### src/rtl/fetch_pc_unit.sv
`default_nettype none
// ============================================================================
// Module   : fetch_pc_unit
// Brief    : RV32I program counter and instruction-fetch sequencer. Holds the
//            architectural PC, issues one imem request at a time, and presents
//            the returned instruction (tagged with its PC) to decode.
// Revision : 1.0 - initial release
// ============================================================================
module fetch_pc_unit #(
    parameter int unsigned    N        = 32,
    parameter logic [N-1:0]   RESET_PC = 32'h0000_0000
) (
    input  logic         clk,
    input  logic         rst,
    output logic [N-1:0] pc_out,
    input  logic [N-1:0] pc_plus4_in,
    input  logic         redirect_in,
    input  logic [N-1:0] target_in,
    input  logic         stall_in,
    output logic         imem_req_valid,
    input  logic         imem_req_ready,
    output logic [N-1:0] imem_req_addr,
    input  logic         imem_rsp_valid,
    input  logic [31:0]  imem_rsp_data,
    output logic         instr_valid_out,
    output logic [31:0]  instr_out,
    output logic [N-1:0] instr_pc_out,
    output logic         misalign_out
);

    typedef enum logic [1:0] {
        S_IDLE = 2'd0,
        S_REQ  = 2'd1,
        S_WAIT = 2'd2,
        S_HOLD = 2'd3
    } state_t;

    state_t       r_state,       w_state_next;
    logic [N-1:0] r_pc,          w_pc_next;
    logic         r_pend_flag,   w_pend_flag_next;
    logic [N-1:0] r_pend_target, w_pend_target_next;
    logic [31:0]  r_instr,       w_instr_next;
    logic [N-1:0] r_instr_pc,    w_instr_pc_next;
    logic         r_instr_valid, w_instr_valid_next;
    logic         r_misalign,    w_misalign_next;

    // A redirect only counts when its target is word aligned; otherwise it
    // is dropped and merely flagged on misalign_out.
    logic w_redirect_ok;
    logic w_redirect_bad;
    assign w_redirect_ok  = redirect_in && (target_in[1:0] == 2'b00);
    assign w_redirect_bad = redirect_in && (target_in[1:0] != 2'b00);

    // State and datapath registers; async reset puts the unit back to IDLE
    // at RESET_PC regardless of any outstanding memory request.
    always_ff @(posedge clk or posedge rst) begin
        if (rst) begin
            r_state       <= S_IDLE;
            r_pc          <= RESET_PC;
            r_pend_flag   <= 1'b0;
            r_pend_target <= '0;
            r_instr       <= '0;
            r_instr_pc    <= '0;
            r_instr_valid <= 1'b0;
            r_misalign    <= 1'b0;
        end else begin
            r_state       <= w_state_next;
            r_pc          <= w_pc_next;
            r_pend_flag   <= w_pend_flag_next;
            r_pend_target <= w_pend_target_next;
            r_instr       <= w_instr_next;
            r_instr_pc    <= w_instr_pc_next;
            r_instr_valid <= w_instr_valid_next;
            r_misalign    <= w_misalign_next;
        end
    end

    // Next-state and next-datapath decode for the REQ/WAIT/HOLD fetch loop.
    always_comb begin
        w_state_next       = r_state;
        w_pc_next          = r_pc;
        w_pend_flag_next   = r_pend_flag;
        w_pend_target_next = r_pend_target;
        w_instr_next       = r_instr;
        w_instr_pc_next    = r_instr_pc;
        w_instr_valid_next = r_instr_valid;
        w_misalign_next    = w_redirect_bad;

        case (r_state)
            S_IDLE: begin
                w_state_next = S_REQ;
            end

            S_REQ: begin
                // The in-flight request still completes; a redirect here is
                // remembered so its response gets thrown away in WAIT.
                if (w_redirect_ok) begin
                    w_pend_flag_next   = 1'b1;
                    w_pend_target_next = target_in;
                end
                if (imem_req_ready) begin
                    w_state_next = S_WAIT;
                end
            end

            S_WAIT: begin
                if (imem_rsp_valid) begin
                    if (r_pend_flag || w_redirect_ok) begin
                        // Stale fetch: drop the data and restart at the target,
                        // a same-cycle redirect beating the remembered one.
                        w_pc_next        = w_redirect_ok ? target_in : r_pend_target;
                        w_pend_flag_next = 1'b0;
                        w_state_next     = S_REQ;
                    end else begin
                        w_instr_next       = imem_rsp_data;
                        w_instr_pc_next    = r_pc;
                        w_instr_valid_next = 1'b1;
                        w_pc_next          = pc_plus4_in;
                        w_state_next       = S_HOLD;
                    end
                end else if (w_redirect_ok) begin
                    w_pend_flag_next   = 1'b1;
                    w_pend_target_next = target_in;
                end
            end

            S_HOLD: begin
                // Redirect wins over stall; the held instruction is squashed.
                if (w_redirect_ok) begin
                    w_instr_valid_next = 1'b0;
                    w_pc_next          = target_in;
                    w_state_next       = S_REQ;
                end else if (!stall_in) begin
                    w_instr_valid_next = 1'b0;
                    w_state_next       = S_REQ;
                end
            end

            default: begin
                w_state_next = S_IDLE;
            end
        endcase
    end

    assign pc_out          = r_pc;
    assign imem_req_valid  = (r_state == S_REQ);
    assign imem_req_addr   = r_pc;
    assign instr_valid_out = r_instr_valid;
    assign instr_out       = r_instr;
    assign instr_pc_out    = r_instr_pc;
    assign misalign_out    = r_misalign;

endmodule
`default_nettype wire

### config.mk
export PLATFORM = sky130hd
export DESIGN_NAME = fetch_pc_unit
export DESIGN_NICKNAME = d
export VERILOG_FILES = /design/src/rtl/fetch_pc_unit.sv
export SDC_FILE = /design/constraint.sdc
export NUM_CORES = 1
export LEC_CHECK = 0
export ABC_AREA = 1
export BUFFER_PORTS_ARGS = -buffer_cell sky130_fd_sc_hd__buf_2
export CORE_UTILIZATION = 32
export CTS_CLUSTER_DIAMETER = 120
export DETAILED_ROUTE_END_ITERATION = 10
export PLACE_DENSITY = 0.62
export SYNTH_ARGS = -nofsm -noshare
export SYNTH_HDL_FRONTEND = slang
export SYNTH_SLANG_ARGS = --single-unit
### constraint.sdc
create_clock -name clk -period 11.2 [get_ports clk]
set_input_delay 2.24 -clock clk [delete_from_list [all_inputs] [get_ports clk]]
set_output_delay 2.24 -clock clk [all_outputs]
set_load 0.05 [all_outputs]
Word-level counts from Yosys, hierarchy flattened
Cells that the tools add are included.
{"block": "op_classes", "eq_ne": 10, "n_mux": 22, "n_bitwise": 1, "n_reduce_logical": 14}
{"cell": "two-way mux 32 bit", "count": 5}
{"cell": "case mux 32 bit (2 select lines)", "count": 2}
{"cell": "two-way mux 2 bit", "count": 5}
{"cell": "AND reduction 3 bit", "count": 3}
{"cell": "inequality test 2 bit (second input constant)", "count": 4}
{"cell": "case mux 2 bit (4 select lines)", "count": 1}
{"cell": "two-way mux 1 bit", "count": 7}
{"cell": "inequality test 3 bit (second input constant)", "count": 2}
{"cell": "nonzero test 2 bit", "count": 3}
{"cell": "equality test 2 bit (second input constant)", "count": 2}
{"cell": "logical NOT 2 bit", "count": 2}
{"cell": "case mux 1 bit (2 select lines)", "count": 2}
{"cell": "AND reduction 2 bit", "count": 2}
{"cell": "AND reduction 4 bit", "count": 1}
{"cell": "equality test 2 x 1 -> 1 bit (second input constant)", "count": 1}
{"cell": "logical AND 1 bit", "count": 2}
{"cell": "inequality test 2 x 1 -> 1 bit (second input constant)", "count": 1}
{"cell": "logical OR 1 bit", "count": 1}
{"cell": "inverter 1 bit", "count": 1}
{"block": "word_totals", "reg_bits": 133, "output_inout_bits": 131}

Longest topological paths before layout
{"block": "logic_depth", "depth_word": 6, "mapped_depth": 10, "mapped_depth_nobuf": 9}

Worst setup path before layout
OpenSTA, ideal clock, no wires.
{"block": "synth_path", "path_type": "input to register", "from": "input target_in[0]", "to": "register r_pc[20] (netlist: imem_req_addr[20])", "arrival_ns": 3.120, "required_ns": 11.077, "slack_ns": 7.957, "path_stages": 8, "path_cell_list": "nor2_4 > nand2_1 > buf_2 > nand2_1 > nand3_2 > buf_2 > nand2_1 > o21ai_1"}
{"block": "synth_between", "elab_chain_len": 6}
{"item": "start, declared", "line": "18", "text": "input logic [N-1:0] target_in,"}
{"item": "logical NOT 2 bit (*)", "line": "51", "text": "assign w_redirect_ok = redirect_in && (target_in[1:0] == 2'b00);"}
{"item": "logical AND 1 bit (*)", "line": "51"}
{"item": "two-way mux 32 bit / logical OR 1 bit (equally long branches)"}
{"item": "two-way mux 32 bit", "line": "108", "text": "if (r_pend_flag || w_redirect_ok) begin"}
{"item": "two-way mux 32 bit", "line": "107", "text": "if (imem_rsp_valid) begin"}
{"item": "case mux 32 bit (2 select lines)", "line": "89", "text": "case (r_state)"}
{"item": "end signal, assigned", "line": "68", "text": "r_pc <= w_pc_next;"}
{"item": "end, declared", "line": "39", "text": "logic [N-1:0] r_pc, w_pc_next;"}
Every way passes the cells marked *; elsewhere a longest branch is shown, timed or not. The select of a mux whose other input is x is not followed.
A chain may end at the register's enable or synchronous reset.

Worst setup path after layout
{"block": "layout_path", "from": "input target_in[0]", "to": "register r_pend_target[26]"}
{"block": "layout_between", "elab_chain_len": 5}
{"item": "logical NOT 2 bit (*)", "line": "51"}
{"item": "logical AND 1 bit (*)", "line": "51"}
{"item": "two-way mux 32 bit (*)"}
{"item": "two-way mux 32 bit"}
{"item": "case mux 32 bit (2 select lines) (*)"}
{"item": "end signal, assigned", "line": "70", "text": "r_pend_target <= w_pend_target_next;"}
{"item": "end, declared", "line": "41", "text": "logic [N-1:0] r_pend_target, w_pend_target_next;"}
Marked as above.

==> summary.txt <==
Sequential share of the synthesized area -> 52.6%
Crit path DAT -> 4.25 ns
CTS tree -> done
Max cap viols -> 0
Placer Congestion -> 0.800
Yosys reg bits -> 133
Clock latency on the worst-skew pair -> 0.42 ns
FILL cells -> 2034
Ports -> 233
Setup WS post-layout -> 7.30 ns
Relative slew slack -> 25.4%
Sw Share -> 53.6%
TritonRoute pass-1 iters -> 6
Final setup vio count -> 0
PwrDens -> 368 mW/mm^2
First-pass GRT wire length -> 26.9 mm
CP max FO -> 40
Slew @ Worst Pin -> 1.12 ns
Post-synth cell types -> 21
Die Ht -> 143 um
Reg2reg setup slack -> 8.72 ns
Reg2reg start -> r_state[0]
Tot Pwr -> 2.95 mW
Area share of the largest cell type after synthesis -> 52.6%
Largest net degree at the start of global routing -> 129
TritonCTS Buffers -> 17
Chip width -> 143 um
Setup Buffers After CTS -> 0
Fin Setup TNS -> 0 ns
WHS Path Cells -> 2
Hold Path Sink -> instr_valid_out
Vias in the first global route -> 5136
Max Freq -> 257 MHz
Area Overhead vs Synth -> 26.8%
Final Max Tran Viols -> 0
Clock slew at reported path FFs -> 0.06 ns
CTS resizes -> 0
WL final -> 17.3 mm
Status -> finished clean
Routed WL per cell -> 13.5 um
Worst EP required -> 11.55 ns
Final period util -> 34.8%
Combinational share of power -> 53.5%
Most frequent cells in the layout -> 248 x nand2_1, 232 x buf_2, 133 x dfrtp_1
Nets -> 1113
Initial antenna violation count -> 3
Sequential share of power -> 28.6%
Final Hold Viols -> 0
Multi-input gate area -> 0.00216 sq mm
GRT overflow -> 0
Row Count -> 51
Post-synth top area cell -> dfrtp_1
Net Sw Power -> 1.58 mW
Layout cells sized above 1 -> 27.3%
Die Area -> 0.0203 sq mm
Total track usage -> 17.4%
RSZ-0062 raised after global routing -> false
Largest cells by area after synthesis -> dfrtp_1 53%, nand2_1 15%, inv_1 6.4%, o21ai_0 5.9%, nor2_1 5.8%
Yosys warns -> 0
Post-Syn Instances -> 823
Crit. End Element -> register
Core Box Area -> 0.0194 sq mm
Startpoint Class -> input port
Worst r2r dst -> imem_req_addr[31]
Syn Std Cell Area -> 0.00632 sq mm
Register area -> 0.00333 sq mm
Detailed Place HPWL -> 12.1 mm
Clock Power Share -> 17.9%
Final min period -> 3.90 ns
Clock Tree Root -> clkbuf_16
H-Tree Depth -> 4
Worst hold path startpoint -> instr_valid_out
R2R cell count -> 7
Port Buf Inserts -> 232
Syn_nets -> 929
Max VDD drop -> 0.168 mV
Post-layout util -> 41.4%
Remaining DRCs -> 0
Static leakage -> 4.61 nW
Setup WS pre-CTS -> 6.87 ns
Via density -> 4.35
Skew final -> 0.00629 ns
First-iteration detailed-routing DRC count -> 282
Avg Inst Size Synth -> 7.69 sq um
Commonest non-fill, non-tap cell in the layout -> nand2_1
Starting density of the core -> 32.6%
CTS Hold Bufs -> 0
Final hold slack -> 0.471 ns
Hold Crit Class -> reg -> reg
Vias -> 5604
Worst Setup Path Type -> in -> reg
Max clock buf depth -> 2
Int Power -> 1.37 mW
Sink Count -> 133
Detail Route Antenna Nets -> 0
[flip-flops by register name, indices dropped and copies added, names as in the netlist]
name             count
r_pend_target       32
instr_pc_out        32
r_state              2
imem_req_addr       32
instr_out           32
instr_valid_out      1
misalign_out         1
r_pend_flag          1
[final cells by class]
| type | instances | area share (%) |
|---|---|---|
| Multi-Input combinational cell | 506 | 27.0 |
| Inverter | 111 | 5.26 |
| Tap cell | 265 | 4.13 |
| Clock buffer | 21 | 5.74 |
| Antenna cell | 3 | 0.0936 |
| Sequential cell | 133 | 41.5 |
| Timing Repair Buffer | 238 | 15.0 |
| Clock inverter | 11 | 1.29 |
[cells in the mapped netlist, drive strengths merged]
master and count:
nand3b 4, buf 56, o21ai 78, inv 111
o211ai 2, nor2 99, nand2 249, nand3 59
dfrtp 133, or2 1, nand4 1, a21oi 9
ha 4, clkbuf 17
[power groups by stage]
stage          registers [mW]  logic (mW)  clock network (mW)
3_3_place_gp            0.849        1.58                   0
3_5_place_dp            0.854        1.59                   0
4_1_cts                 0.847        1.59               0.543
2_1_floorplan            1.40       0.727                   0
5_1_grt                 0.873        1.71               0.563
6_report                0.845        1.58               0.528
[critical path: stages]
cell and delay, ns:
buf_2 0.11, nor2_4 0.15, nand2_1 0.06, buf_4 0.26, inv_2 0.14, nand2_1 0.37, buf_4 0.36, inv_2 0.34
nand2_1 0.10, nand2_1 0.08
[kinds of logic (layout without fill, tap and decap cells)]
kind of cell             count (synthesis)  count (layout)  share of synthesized area, %
AND/OR/NAND/NOR                        413             413                          26.2
AO/OA/AOI/OAI                           89              89                          7.12
buffers and inverters                  184             381                          13.2
other                                    0               3                             0
adder cells (fa/ha/maj)                  4               4                         0.791
flip-flops                             133             133                          52.6
[through the flow]
step / cell area [sq um] / cells
global placement: 7450 / 1253
detailed placement: 7450 / 1253
global route: 8020 / 1287
CTS: 8020 / 1285
finish: 8020 / 1288
floorplan: 6320 / 823
[layer usage]
metal,GRT usage (%),share of wire (%)
met5,0,0
met4,7.36,1.8
met3,4.14,5.6
met2,27.8,48
met1,22.5,45
[worst max path at each step]
stage                       from           endpoint  slack [ns]  cells after the start
CTS                 target_in[0]  r_pend_target[26]        7.32                     10
floorplan                    rst   imem_req_addr[0]        5.41                      1
global placement    target_in[0]      instr_out[30]        6.94                      7
global route        target_in[0]   r_pend_target[8]        7.07                     10
finish              target_in[0]  r_pend_target[26]        7.30                     10
detailed placement  target_in[0]   r_pend_target[4]        6.87                     10
No activity file was read; power rests on OpenSTA's default activity.
